--- src/rtl/branch_redirect_ctrl.sv ---
// Fetch-PC sequencer: redirects the PC on taken JAL/JALR/Bxx and squashes younger stages.
// Optional feature: define MISALIGN_TRAP_EN to trap misaligned targets to TRAP_VECTOR.
module branch_redirect_ctrl #(
    parameter logic [31:0] RESET_PC     = 32'h0000_0000,
`ifdef MISALIGN_TRAP_EN
    parameter logic [31:0] TRAP_VECTOR  = 32'h0000_0004,
`endif
    parameter int          FLUSH_CYCLES = 2
) (
    input  logic        clk_in,
    input  logic        rst_in,
    input  logic        stall_in,
    input  logic        ex_valid_in,
    input  logic [4:0]  opcode_6_to_2_in,
    input  logic        branch_taken_in,
    input  logic [31:0] ex_pc_in,
    input  logic [31:0] rs1_in,
    input  logic [31:0] imm_in,
    output logic [31:0] pc_out,
    output logic        flush_out,
    output logic        redirect_out,
    output logic        misaligned_out
);

    localparam logic [4:0] OP_JAL  = 5'b11011;
    localparam logic [4:0] OP_JALR = 5'b11001;
    localparam logic [4:0] OP_BXX  = 5'b11000;
    localparam logic [2:0] CNT_INIT = 3'(FLUSH_CYCLES - 1);

    typedef enum logic {
        ST_RUN,
        ST_FLUSH
    } state_t;

    state_t      r_state, w_stateNext;
    logic [31:0] r_pc, w_pcNext;
    logic        r_flush, w_flushNext;
    logic        r_redirect, w_redirectNext;
    logic        r_misaligned, w_misalignedNext;
    logic [2:0]  r_cnt, w_cntNext;

    logic        w_isCti;
    logic        w_take;
    logic [31:0] w_sum;
    logic [31:0] w_target;
    logic [31:0] w_loadPc;
    logic        w_misFlag;

    assign w_isCti = (opcode_6_to_2_in == OP_JAL) || (opcode_6_to_2_in == OP_JALR) ||
                     (opcode_6_to_2_in == OP_BXX);
    assign w_take  = ex_valid_in && branch_taken_in && (r_state == ST_RUN) && w_isCti;

    // JALR is register-relative with bit 0 cleared; JAL and Bxx are PC-relative.
    always_comb begin
        if (opcode_6_to_2_in == OP_JALR) begin
            w_sum    = rs1_in + imm_in;
            w_target = w_sum & ~32'h1;
        end else begin
            w_sum    = ex_pc_in + imm_in;
            w_target = w_sum;
        end
    end

`ifdef MISALIGN_TRAP_EN
    assign w_misFlag = (w_target[1:0] != 2'b00);
    assign w_loadPc  = w_misFlag ? TRAP_VECTOR : w_target;
`else
    assign w_misFlag = 1'b0;
    assign w_loadPc  = w_target & ~32'h3;
`endif

    // A stall freezes everything; only the one-cycle pulses fall back to zero.
    always_comb begin
        w_stateNext      = r_state;
        w_pcNext         = r_pc;
        w_flushNext      = r_flush;
        w_cntNext        = r_cnt;
        w_redirectNext   = 1'b0;
        w_misalignedNext = 1'b0;
        if (!stall_in) begin
            case (r_state)
                ST_RUN: begin
                    if (w_take) begin
                        w_pcNext         = w_loadPc;
                        w_redirectNext   = 1'b1;
                        w_misalignedNext = w_misFlag;
                        w_flushNext      = 1'b1;
                        w_cntNext        = CNT_INIT;
                        w_stateNext      = ST_FLUSH;
                    end else begin
                        w_pcNext    = r_pc + 32'd4;
                        w_flushNext = 1'b0;
                    end
                end
                ST_FLUSH: begin
                    w_pcNext = r_pc + 32'd4;
                    if (r_cnt == 3'd0) begin
                        w_stateNext = ST_RUN;
                        w_flushNext = 1'b0;
                    end else begin
                        w_cntNext = r_cnt - 3'd1;
                    end
                end
                default: begin
                    w_stateNext = ST_RUN;
                    w_flushNext = 1'b0;
                end
            endcase
        end
    end

    always_ff @(posedge clk_in or posedge rst_in) begin
        if (rst_in) begin
            r_state      <= ST_RUN;
            r_pc         <= RESET_PC;
            r_flush      <= 1'b0;
            r_redirect   <= 1'b0;
            r_misaligned <= 1'b0;
            r_cnt        <= 3'd0;
        end else begin
            r_state      <= w_stateNext;
            r_pc         <= w_pcNext;
            r_flush      <= w_flushNext;
            r_redirect   <= w_redirectNext;
            r_misaligned <= w_misalignedNext;
            r_cnt        <= w_cntNext;
        end
    end

    assign pc_out         = r_pc;
    assign flush_out      = r_flush;
    assign redirect_out   = r_redirect;
    assign misaligned_out = r_misaligned;

endmodule

--- config.mk ---
export PLATFORM = sky130hd
export DESIGN_NAME = branch_redirect_ctrl
export DESIGN_NICKNAME = d
export VERILOG_FILES = /design/src/rtl/branch_redirect_ctrl.sv
export SDC_FILE = /design/constraint.sdc
export NUM_CORES = 1
export LEC_CHECK = 0
export BUFFER_PORTS_ARGS = -buffer_cell sky130_fd_sc_hd__clkbuf_2
export CORE_MARGIN = 2
export CORE_UTILIZATION = 30
export CTS_BUF_LIST = sky130_fd_sc_hd__clkbuf_8
export DETAILED_ROUTE_END_ITERATION = 10
export PLACE_DENSITY = 0.6
export SLEW_MARGIN = 20
export SYNTH_ARGS = -nofsm -noshare
export SYNTH_HDL_FRONTEND = slang
export SYNTH_SLANG_ARGS = --single-unit
--- constraint.sdc ---
create_clock -name clk_in -period 2 [get_ports clk_in]
set_input_delay 0.1 -clock clk_in [delete_from_list [all_inputs] [get_ports clk_in]]
set_output_delay 0.1 -clock clk_in [all_outputs]
set_load 0.03 [all_outputs]
# [Word level (Yosys, flattened, before mapping)]
# Index checks and enable logic that the tools add are counted.
[op_classes] reduce_logical=8 bitwise_logic=2 n_eq_ne=6 n_mux=13 addsub=4
[ops] cell="$add 32x32->32" n=2
[ops] cell="$mux 32" n=2
[ops] cell="$pmux 32 s2" n=1
[ops] cell="$add 32x3->32 const B" n=1
[ops] cell="$eq 5x5->1 const B" n=3
[ops] cell="$mux 3" n=2
[ops] cell="$pmux 3 s2" n=1
[ops] cell="$mux 1" n=5
[ops] cell="$ne 2x2->1 const B" n=2
[ops] cell="$pmux 1 s2" n=2
[ops] cell="$logic_and 1x1->1" n=3
[ops] cell="$logic_not 3->1" n=1
[ops] cell="$reduce_and 3->1" n=1
[ops] cell="$sub 3x1->3 const B" n=1
[ops] cell="$logic_or 1x1->1" n=2
[ops] cell="$ne 2x1->1 const B" n=1
[ops] cell="$not 1->1" n=2
[ops] cell="$reduce_and 2->1" n=1
[word_totals] wordCells=38 reg_bits=38

# [Depth between registers and ports, before layout]
# Gate-level depths: netlist of the first run.
[logic_depth] word_depth=7 ltp_mapped=11 depth_no_buf=10

# [Worst setup path after synthesis of the first run]
# Ideal clock, no wire load.
[synth_path] kind="input port to flip-flop" start="input port ex_pc_in[2]" end="register r_pc[23], in the netlist pc_out[23]" path_stages=10 setup_time_ps=126 path_buffers=0 required_time_ps=1874 setup_slack_ps=-271 t_arrival_ps=2145 cell_sequence="ha_1 > nand4_2 > a2111oi_4 > nor3_2 > o31ai_1 > nand4_1 > nor2_1 > nor3_2 > xnor2_1 > a221o_1"
[synth_between] elab_chain_len=4
[synth_rtl] item="from (decl)" line="16" rtl="input logic [31:0] ex_pc_in,"
[synth_rtl] item="$add 32x32->32" line="59" rtl="w_sum = ex_pc_in + imm_in;"
[synth_rtl] item="$mux 32" line="55" rtl="if (opcode_6_to_2_in == OP_JALR) begin"
[synth_rtl] item="$mux 32" line="83" rtl="if (w_take) begin"
[synth_rtl] item="$pmux 32 s2" line="81" rtl="case (r_state)"
[synth_rtl] item="to (signal assigned)" line="122" rtl="r_pc <= w_pcNext;"
[synth_rtl] item="to (decl)" line="36" rtl="logic [31:0] r_pc, w_pcNext;"
# No other way between the ends.
# A chain may end at the register's enable or synchronous reset.

# [Worst setup path after layout of the first run]
[layout_path] start="input port imm_in[6]" end="register r_pc[22], in the netlist pc_out[22]"
[layout_between] elab_chain_len=4
[layout_rtl] item="from (decl)" line="18" rtl="input logic [31:0] imm_in,"
[layout_rtl] item="$add 32x32->32, on equally long branches" line="59, 56"
[layout_rtl] item="$mux 32 (*)" line="55"
[layout_rtl] item="$mux 32 (*)" line="83"
[layout_rtl] item="$pmux 32 s2 (*)" line="81"
# Every way passes the cells marked *; elsewhere a longest branch is shown, timed or not.

==> results of run 1 <==
==> sequential cells by signal, summed over array words and instances, names as in the netlist <==
register	flops
flush_out	1
redirect_out	1
pc_out	30
r_state	1
r_cnt	3
==> metrics by stage <==
step / cell area [um^2] / utilization [%] / hold WS [ns] / setup slack (ns) / TNS (ns)
after floorplan: 5710 / - / 0.266 / -0.0961 / -0.327
after global placement: 8000 / 44.7 / 0.241 / -0.498 / -7.42
after detailed placement: 8000 / 44.7 / 0.237 / -0.509 / -8.57
after CTS: 8200 / 45.8 / 0.155 / -0.0266 / -0.0754
after global routing: 8580 / 47.9 / 0.216 / -0.202 / -1.96
final: 8580 / 47.9 / 0.183 / -0.0898 / -0.299
==> cells in the final DEF, fill, tap and decap left out, types with 4 or more instances in the layout <==
cell type,n
buf_4,190
clkbuf_2,134
a21oi_1,77
nor2_1,54
nand2_1,48
ha_1,48
o21ai_0,45
nand3_1,36
a21o_1,35
dfrtp_1,25
xor2_1,22
xnor2_1,22
nand4_1,20
inv_1,17
nor3_1,17
a31oi_1,16
ha_4,15
a21oi_2,13
and3_1,12
o21ai_1,12
dfrtp_2,11
a211oi_1,10
or3_1,8
nand2b_1,7
nor2b_1,7
clkbuf_8,7
and2_1,6
nand2_2,6
a211oi_2,6
o211ai_1,6
nor3_2,5
a21oi_4,5
o22ai_1,5
nor4_1,5
o22a_1,5
o21bai_1,4
buf_12,4
==> layer usage <==
metal	share of wire (%)	wire [um]	global-route usage [%]	up-vias
met3	4.9	972	2.56	16
met4	1.4	278	4.41	0
met5	0	0	0	-
met2	45	8900	31.6	184
met1	49	9760	29.1	3133
li1	-	-	-	3421
==> cell usage after synthesis, drive strengths merged (4+ instances only) <==
library cell / instances / share of area (%)
nand2: 54 / 3.7
o21bai: 4 / 0.55
nand3: 37 / 3.4
clkbuf: 27 / 1.9
a31oi: 18 / 2.1
a221oi: 4 / 0.75
nor2: 56 / 3.8
nor3: 24 / 2.5
a211oi: 16 / 2.3
nor4: 6 / 0.69
xor2: 24 / 3.8
and3: 13 / 1.5
nand4: 21 / 2.5
o211ai: 7 / 1.1
nand2b: 7 / 0.80
o22ai: 6 / 0.80
ha: 63 / 14
o21ai: 62 / 5.7
buf: 9 / 0.98
o22a: 5 / 0.80
a21oi: 95 / 8.8
and2: 6 / 0.69
dfrtp: 36 / 16
o31ai: 4 / 0.64
or3: 8 / 0.91
a311oi: 4 / 0.64
inv: 16 / 1.1
nor2b: 7 / 0.80
xnor2: 25 / 4.0
a21o: 35 / 4.8
==> worst paths after layout <==
kind / start / endpoint / slack, ns / cells after the start
max in group asynchronous: rst_in / pc_out[8] / 1.20 / 4
min in group asynchronous: rst_in / pc_out[25] / 0.44 / 4
min: rs1_in[31] / pc_out[31] / 0.18 / 4
max: imm_in[6] / pc_out[22] / -0.09 / 11
min reg2reg: r_cnt[0] / r_cnt[0] / 0.50 / 1
max reg2reg: pc_out[7] / pc_out[31] / 0.06 / 9
==> power by group through the flow <==
stage               Sequential [mW]  Combinational (mW)  Clock, mW
floorplan                      1.66                1.44          0
global placement               1.21                3.28          0
detailed placement             1.21                3.31          0
CTS                            1.20                3.35      0.583
global route                   1.25                3.84      0.605
finish                         1.21                3.53      0.568
==> cells by family after synthesis <==
logic type | share of synthesized area, %
AOI/OAI and AO/OA | 33.7
xor gates and xnor gates | 7.84
muxes | 0.389
other | 0.0685
and+or+nand+nor | 23.1
DFF | 16.5
adders and majority gates | 14.4
buffers and inverters | 4.00
==> cell type report <==
type / count / area, um^2 / share of cell area, %
Timing Repair Buffer: 334 / 2260 / 26.4
Clock inverter: 2 / 11.3 / 0.131
Inverter: 17 / 67.6 / 0.787
Clock buffer: 6 / 82.6 / 0.962
Multi-Input combinational cell: 655 / 4960 / 57.8
Sequential cell: 36 / 915 / 10.7
Tap cell: 229 / 287 / 3.34
==> critical path, stage by stage <==
cell and delay, ns:
buf_8 0.10, ha_4 0.24, a21o_1 0.20, a2111o_1 0.40, nor3_4 0.28, nor3b_4 0.10, a31o_2 0.24, a211oi_2 0.22
xnor2_1 0.19, nand2_1 0.13, a21oi_2 0.12
==> timing repair <==
item                                   CTS  global route
endpoints found under the hold margin   36             0
setup endpoints to repair               17            23
resized for setup                       16            65
hold buffers                             1             0
pin swaps                               19            47
setup buffers                            2             6
==> metrics.md, run 1 <==
| Metric | Value |
|---|---|
| Post-synth EDFFs | `0` |
| Total Routing Usage GR | `20.0%` |
| Max-cap viol count | `0` |
| Core Area | `17900 um^2` |
| Die Ht | `139 um` |
| CP Max Fanout | `4` |
| Area delta synth->final | `56.8%` |
| Pwr dens | `618 nW/um^2` |
| Initial DRC count | `558` |
| Top_reg_cell synth | `dfrtp_1` |
| Crit path kind | `input pin to flip-flop` |
| Headroom to the max-slew limit | `66.2%` |
| Minimum clock period | `2.09 ns` |
| Max Fclk | `0.479 GHz` |
| Cells after DPL | `1263` |
| Ys async rst share | `100%` |
| Chip width | `139 um` |
| Via Count | `6754` |
| Crit path capture type | `flip-flop` |
| Status | `finished with violations` |
| First-pass GRT wire length | `32200 um` |
| CTS Buffer Depth | `2` |
| Failing checks | `negative setup slack` |
| Switch share | `46.7%` |
| Initial Utilization | `30.6%` |
| H-tree depth | `2` |
| Slew Limit Fails | `0` |
| Switch Pwr | `2.48 mW` |
| Post-DP HPWL | `16200 um` |
| DRC errors left | `0` |
| Root Buffer | `clkbuf_8` |
| Overall power | `5.31 mW` |
| Proportion of power drawn by combinational gates | `66.4%` |
| Clock Skews | `0.00820 ns` |
| Grt total ovfl | `0` |
| Netlist cell types | `69` |
| Worst slew pin tran | `0.494 ns` |
| Leakage | `3.99 nW` |
| Slack of the critical path | `-0.0898 ns` |
| Clk sink count | `36` |
| Wire per inst | `15.6 um` |
| Final Hold Vio Count | `0` |
| Port Buffers | `137` |
| Mapped cell area | `5470 um^2` |
| Final WL | `19900 um` |
| Final ANT Viol Nets | `0` |
| YS warnings | `0` |
| Share of cells above drive strength 1 | `42.3%` |
| Antenna cells | `0` |
| First drt pass iteration count | `5` |
| I/O Pins | `141` |
| Mapped Cells | `742` |
| Crit path DAT | `2.33 ns` |
| Row count | `49` |
| Num CTS Buffers | `5` |
| Avg Vias per Cell | `5.28` |
| Clk slew on worst S/H paths | `0.08 ns` |
| GP Congestion | `0.927` |
| Post-synthesis area per instance | `7.38 um^2` |
| Endpoints failing setup | `11` |
| Antenna violations before repair | `0` |
| Seq/Total Area, Yosys | `16.5%` |
| Fillcell total | `1744` |
| Vias in the first global route | `6486` |
| WP data required | `2.24 ns` |
| Die area | `19300 um^2` |
| Peak VDD IR | `337 uV` |
| Clock Power Share | `10.7%` |
| Reg power frac | `22.9%` |
| Largest net degree at the start of global routing | `38` |
| RSZ-0062 raised after global routing | `yes` |
| Post-route insts no fill | `1279` |
| Startpoint Class | `input pin` |
| CTS tree | `built` |
| Layout Nets | `1218` |
| Cell Int Power | `2.83 mW` |
| Flops & latches, synth | `36` |
| Hold Crit Class | `input pin to flip-flop` |
| Clk_lat worst skew | `0.31 ns` |
| Final period utilization | `104%` |
No activity file was read; power rests on OpenSTA's default activity.
==> run 2: changes to the inputs <==
Settings changed: PLACE_DENSITY 0.6 to 0.58.
Clock period 2 ns to 2.2 ns, I/O delays scaled along.
==> metrics.md, run 2 (synthesis results as in run 1) <==
| Metric | Value |
|---|---|
| Max reg flops | `30 (unchanged)` |
| Crit path kind | `input pin to flip-flop` |
| Final period utilization | `97.0%` |
| Startpoint Class | `input pin` |
| Endpoints failing setup | `0 (-11)` |
| Clk_lat worst skew | `0.31 ns (about the same)` |
| Worst-path cell chain | `clkbuf_2, buf_4, ha_1, inv_1, a211oi_4, o31a_2, a22oi_2, nand2b_1, a31o_4, a41o_1, a211oi_2` |
| Row count | `49 (unchanged)` |
| Leakage | `3.89 nW (-2.5%)` |
| Headroom to the max-slew limit | `66.4% (+0.21 points)` |
| Commonest non-fill, non-tap cell in the layout | `buf_4` |
| Crit path capture type | `flip-flop` |
| Post-DP HPWL | `16400 um (+0.93%)` |
| Hold depth | `4 (unchanged)` |
| First drt pass iteration count | `5 (unchanged)` |
| Status | `finished, final reports clean` |
| WP data required | `2.42 ns (+0.18 ns)` |
| WHS | `0.191 ns (+0.00784 ns)` |
| Delay-heaviest family, CP | `compound AO/OA/AOI/OAI gates` |
| CTS tree | `built` |
| Core Area | `17900 um^2 (unchanged)` |
| First-pass GRT wire length | `31600 um (-1.7%)` |
| Die area | `19300 um^2 (unchanged)` |
| Grt total ovfl | `0 (unchanged)` |
| DRC errors left | `0 (unchanged)` |
| Crit-path slowest cell | `o31a_2` |
| RR Startpoint | `pc_out[2]` |
| R2R depth | `12 (+3)` |
| Final Hold Vio Count | `0 (unchanged)` |
| Fillcell total | `1822 (+4.5%)` |
| Via Count | `6587 (-2.5%)` |
| Area delta synth->final | `47.8%` |
| Most frequent cells in the layout | `buf_4, clkbuf_2, a21oi_1` |
| Worst Hold Endpoint | `pc_out[31]` |
| Pwr dens | `604 nW/um^2 (-2.3%)` |
| Clk slew on worst S/H paths | `0.08 ns (about the same)` |
| CP Max Fanout | `4 (unchanged)` |
| CP bufs+invs | `3 (+2)` |
| H-tree depth | `2 (unchanged)` |
| Reg2reg setup slack | `0.18 ns (+0.12 ns)` |
| Avg Vias per Cell | `5.21 (-1.3%)` |
| Worst path max stage delay | `0.36 ns (-0.04 ns)` |
| Overall power | `4.89 mW (-8.0%)` |
| Wire per inst | `15.3 um (-1.7%)` |
| Antenna cells | `0 (unchanged)` |
| Final WL | `19300 um (-2.8%)` |
| Crit path DAT | `2.36 ns (+0.03 ns)` |
| Root Buffer | `clkbuf_8` |
| Initial DRC count | `498 (-11%)` |
| Peak VDD IR | `286 uV (-15%)` |
| I/O Pins | `141 (unchanged)` |
| Minimum clock period | `2.13 ns` |
| Hold Crit Class | `input pin to flip-flop` |
| Chip width | `139 um (unchanged)` |
| Antenna violations before repair | `0 (unchanged)` |
| Port Buffers | `137 (unchanged)` |
| Max-cap viol count | `0 (unchanged)` |
| CTS Buffer Depth | `2 (unchanged)` |
| Die Ht | `139 um (unchanged)` |
| Worst R2R End | `pc_out[24]` |
| Largest net degree at the start of global routing | `37 (-2.6%)` |
| Slew Limit Fails | `0 (unchanged)` |
| Clock Skews | `0.00571 ns (-0.00249 ns)` |
| Layout Nets | `1203 (-1.2%)` |
| Slack of the critical path | `0.0669 ns (+0.157 ns)` |
| Vias in the first global route | `6311 (-2.7%)` |
| Hold_sp | `rs1_in[31]` |
| Max Fclk | `0.469 GHz` |
| Clk sink count | `36 (unchanged)` |
| Worst slew pin tran | `0.491 ns (-0.00314 ns)` |
| GP Congestion | `0.919 (-0.93%)` |
| Initial Utilization | `30.6% (unchanged)` |
| Pre-CTS setup slack | `-0.401 ns (+0.108 ns)` |
| Final ANT Viol Nets | `0 (unchanged)` |
| Total Routing Usage GR | `19.6% (-0.44 points)` |
| Share of cells above drive strength 1 | `36.6% (-5.7 points)` |
| Num CTS Buffers | `5 (unchanged)` |
[run 2: worst max-delay path by stage]
stage / startpoint / cells after the start / endpoint
detailed placement: imm_in[2] / 12 / pc_out[23]
global route: pc_out[2] / 11 / pc_out[28]
global placement: imm_in[2] / 12 / pc_out[23]
floorplan: ex_pc_in[7] / 11 / pc_out[23]
finish: imm_in[3] / 11 / pc_out[28]
CTS: imm_in[2] / 12 / pc_out[23]
[run 2: area by class of cell]
| type | instances | area (um^2) | share of cell area (%) |
|---|---|---|---|
| multi-input combinational | 655 | 4590 | 56.8 |
| timing repair buffer | 319 | 2090 | 25.8 |
| sequential | 36 | 901 | 11.1 |
| tap | 229 | 287 | 3.54 |
| clock inverter | 3 | 90.1 | 1.11 |
| clock buffer | 5 | 68.8 | 0.851 |
| inverter | 17 | 63.8 | 0.789 |
[run 2: worst reg2reg max path, delay by kind of cell, from the launching register on]
kind / cells / cell delay [ns]
buffers and inverters: 2 / 0.28
adder cells (fa/ha/maj): 1 / 0.18
AND/OR/NAND/NOR: 4 / 0.55
flip-flops: 1 / 0.37
AO/OA/AOI/OAI: 5 / 0.53
[run 2: stage by stage]
stage / TNS [ns] / util, % / instances / instance area, um^2
global placement: -5.60 / 43.0 / 1250 / 7700
finish: 0 / 45.2 / 1264 / 8090
global route: -0.00224 / 45.2 / 1264 / 8090
CTS: -0.0521 / 44.2 / 1261 / 7920
floorplan: -0.0402 / - / 744 / 5530
detailed placement: -6.20 / 43.0 / 1250 / 7700
[run 2: per-layer routing]
| layer | wire (um) | share of wire [%] | vias up | GRT usage, % |
|---|---|---|---|---|
| met4 | 259 | 1.3 | 0 | 4.52 |
| met5 | 0 | 0 | - | 0 |
| li1 | - | - | 3391 | - |
| met3 | 714 | 3.7 | 20 | 1.28 |
| met1 | 9700 | 50 | 3020 | 28.8 |
| met2 | 8670 | 45 | 156 | 31.3 |
[run 2: power breakdown]
group	total, mW	switching (mW)	internal, mW
sequential	1.10	0.211	0.886
combinational	2.94	1.68	1.26
clock	0.849	0.281	0.568
total	4.89	2.17	2.71
[run 2: timing repair]
item / 4_1_cts / 5_1_grt
pin swaps: 13 / 25
hold endpoints to repair: 36 / 0
hold buffers: 1 / 0
buffers inserted: 2 / 4
resized for setup: 7 / 32
endpoints found under the setup margin: 8 / 19
==> run 3: changes to the inputs <==
Clock period 2.2 ns to 2.6 ns, I/O delays scaled along.
==> metrics.md, run 3 (synthesis results as in run 1) <==
| Metric | Value |
|---|---|
| Switch share | `49.8% (+5.3 points)` |
| Crit path kind | `input pin to flip-flop` |
| Area delta synth->final | `24.1%` |
| Startpoint Class | `input pin` |
| Pwr dens | `509 nW/um^2 (-16%)` |
| CP Max Fanout | `4 (unchanged)` |
| Max Fclk | `0.427 GHz` |
| WP data required | `2.77 ns (+0.35 ns)` |
| Clock Skews | `0.00758 ns (+0.00187 ns)` |
| Clock Power Share | `12.4% (-5.0 points)` |
| Row count | `49 (unchanged)` |
| Switch Pwr | `1.72 mW (-21%)` |
| I/O Pins | `141 (unchanged)` |
| Hold Crit Class | `input pin to flip-flop` |
| Layout Nets | `1072 (-11%)` |
| Most frequent cells in the layout | `clkbuf_2, a21oi_1, ha_1` |
| Via Count | `6183 (-6.1%)` |
| Crit path capture type | `flip-flop` |
| R2R depth | `8 (-4)` |
| Crit path DAT | `2.51 ns (+0.15 ns)` |
| Commonest non-fill, non-tap cell in the layout | `clkbuf_2` |
| Final Hold Vio Count | `0 (unchanged)` |
| First drt pass iteration count | `5 (unchanged)` |
| Max-cap viol count | `0 (unchanged)` |
| Post-DP HPWL | `15600 um (-4.4%)` |
| Final WL | `18600 um (-3.6%)` |
| CTS tree | `built` |
| Antenna cells | `0 (unchanged)` |
| Slack of the critical path | `0.258 ns (+0.192 ns)` |
| Leakage | `3.17 nW (-18%)` |
| Clk slew on worst S/H paths | `0.08 ns (about the same)` |
| Initial Utilization | `30.6% (unchanged)` |
| H-tree depth | `2 (unchanged)` |
| RSZ-0062 raised after global routing | `no` |
| Cell Int Power | `1.74 mW (-36%)` |
| Worst slew pin tran | `0.741 ns (+0.250 ns)` |
| Antenna violations before repair | `0 (unchanged)` |
| Total Routing Usage GR | `18.7% (-0.90 points)` |
| Pre-CTS setup slack | `-0.0262 ns (+0.375 ns)` |
| Max reg flops | `30 (unchanged)` |
| Headroom to the max-slew limit | `50.6% (-16 points)` |
| Fillcell total | `1917 (+5.2%)` |
| Hold depth | `4 (unchanged)` |
| Final ANT Viol Nets | `0 (unchanged)` |
| Final period utilization | `90.1%` |
| Wire per inst | `16.5 um (+7.5%)` |
| Die Ht | `139 um (unchanged)` |
| Endpoints failing setup | `0 (unchanged)` |
| Die area | `19300 um^2 (unchanged)` |
| CTS Buffer Depth | `2 (unchanged)` |
| GP Congestion | `0.865 (-5.9%)` |
| Largest net degree at the start of global routing | `42 (+14%)` |
| Overall power | `3.46 mW (-29%)` |
| Initial DRC count | `524 (+5.2%)` |
| DRC errors left | `0 (unchanged)` |
| Root Buffer | `clkbuf_8` |
| Peak VDD IR | `195 uV (-32%)` |
| Num CTS Buffers | `5 (unchanged)` |
| Minimum clock period | `2.34 ns` |
| Avg Vias per Cell | `5.46 (+4.7%)` |
| Clk_lat worst skew | `0.30 ns (about the same)` |
| Port Buffers | `137 (unchanged)` |
| First-pass GRT wire length | `30100 um (-4.9%)` |
| Slew Limit Fails | `0 (unchanged)` |
| Clk sink count | `36 (unchanged)` |
| Core Area | `17900 um^2 (unchanged)` |
| WHS | `0.204 ns (+0.0125 ns)` |
| Reg power frac | `28.9% (+6.5 points)` |
| Postcts setup bufs | `0 (-2)` |
| Grt total ovfl | `0 (unchanged)` |
| Proportion of power drawn by combinational gates | `58.7% (-1.5 points)` |
| Status | `finished, final reports clean` |
| Vias in the first global route | `5861 (-7.1%)` |
| Share of cells above drive strength 1 | `24.1% (-13 points)` |
| Chip width | `139 um (unchanged)` |
==> run 3: cell count changes in the layout (fill, tap and decap cells not counted), sizes merged <==
cell / change
buf: -132
bufinv: -3
clkbuf: +2
clkinv: +2
==> run 3: metrics by stage <==
| stage | setup TNS (ns) | utilization (%) | cells | instance area (um^2) |
|---|---|---|---|---|
| after global placement | -0.000836 | 37.3 | 1124 | 6680 |
| final | 0 | 37.9 | 1133 | 6790 |
| after detailed placement | -0.0307 | 37.3 | 1124 | 6680 |
| after global routing | 0 | 37.9 | 1133 | 6790 |
| after CTS | 0 | 37.9 | 1133 | 6790 |
| after floorplan | 0 | - | 744 | 5480 |
==> run 3: per-layer routing <==
metal | track usage (%) | part of all wire, % | up-vias
met5 | 0 | 0 | -
met4 | 4.78 | 1.6 | 0
met3 | 1.38 | 4.3 | 23
met2 | 28.5 | 43 | 179
met1 | 28.3 | 51 | 2853
li1 | - | - | 3128
==> run 3: layout make-up <==
type	count	area, um^2	share of cell area, %
Clock buffer	6	82.6	1.22
Tap cell	229	287	4.22
Timing Repair Buffer	188	1070	15.8
Multi-Input combinational cell	655	4380	64.4
Clock inverter	2	10.0	0.147
Sequential cell	36	901	13.3
Inverter	17	63.8	0.940
==> run 3: final timing paths <==
check,startpoint,endpoint,slack [ns]
hold / removal,stall_in,r_cnt[2],0.20
setup / recovery,imm_in[4],pc_out[30],0.26
min in group asynchronous,rst_in,pc_out[17],0.44
setup reg to reg,pc_out[16],pc_out[31],0.32
hold reg to reg,r_cnt[0],r_cnt[0],0.49
max in group asynchronous,rst_in,pc_out[3],1.55
==> run 3: critical path, cell delays in order <==
cell and delay (ns):
clkbuf_2 0.10, ha_1 0.32, buf_4 0.13, nand4_1 0.09, a21oi_1 0.26, o21ai_1 0.16, a21oi_1 0.25, o31ai_1 0.11
buf_4 0.14, o211ai_2 0.18, buf_4 0.15, a21oi_1 0.06, a311oi_1 0.33, a21oi_1 0.11
==> run 3: power by group through the flow <==
| stage | logic (mW) | registers, mW | clock network [mW] |
|---|---|---|---|
| after floorplan | 1.06 | 1.26 | 0 |
| after global placement | 2.02 | 1.01 | 0 |
| after detailed placement | 2.02 | 1.01 | 0 |
| after CTS | 2.03 | 0.996 | 0.440 |
| after global routing | 2.23 | 1.03 | 0.461 |
| final | 2.03 | 1.00 | 0.429 |
==> run 3: timing repair <==
item                                   4_1_cts  5_1_grt
hold buffers                                 1        0
resized for setup                            0        1
endpoints found under the hold margin       13        0
setup endpoints to repair                    0        1
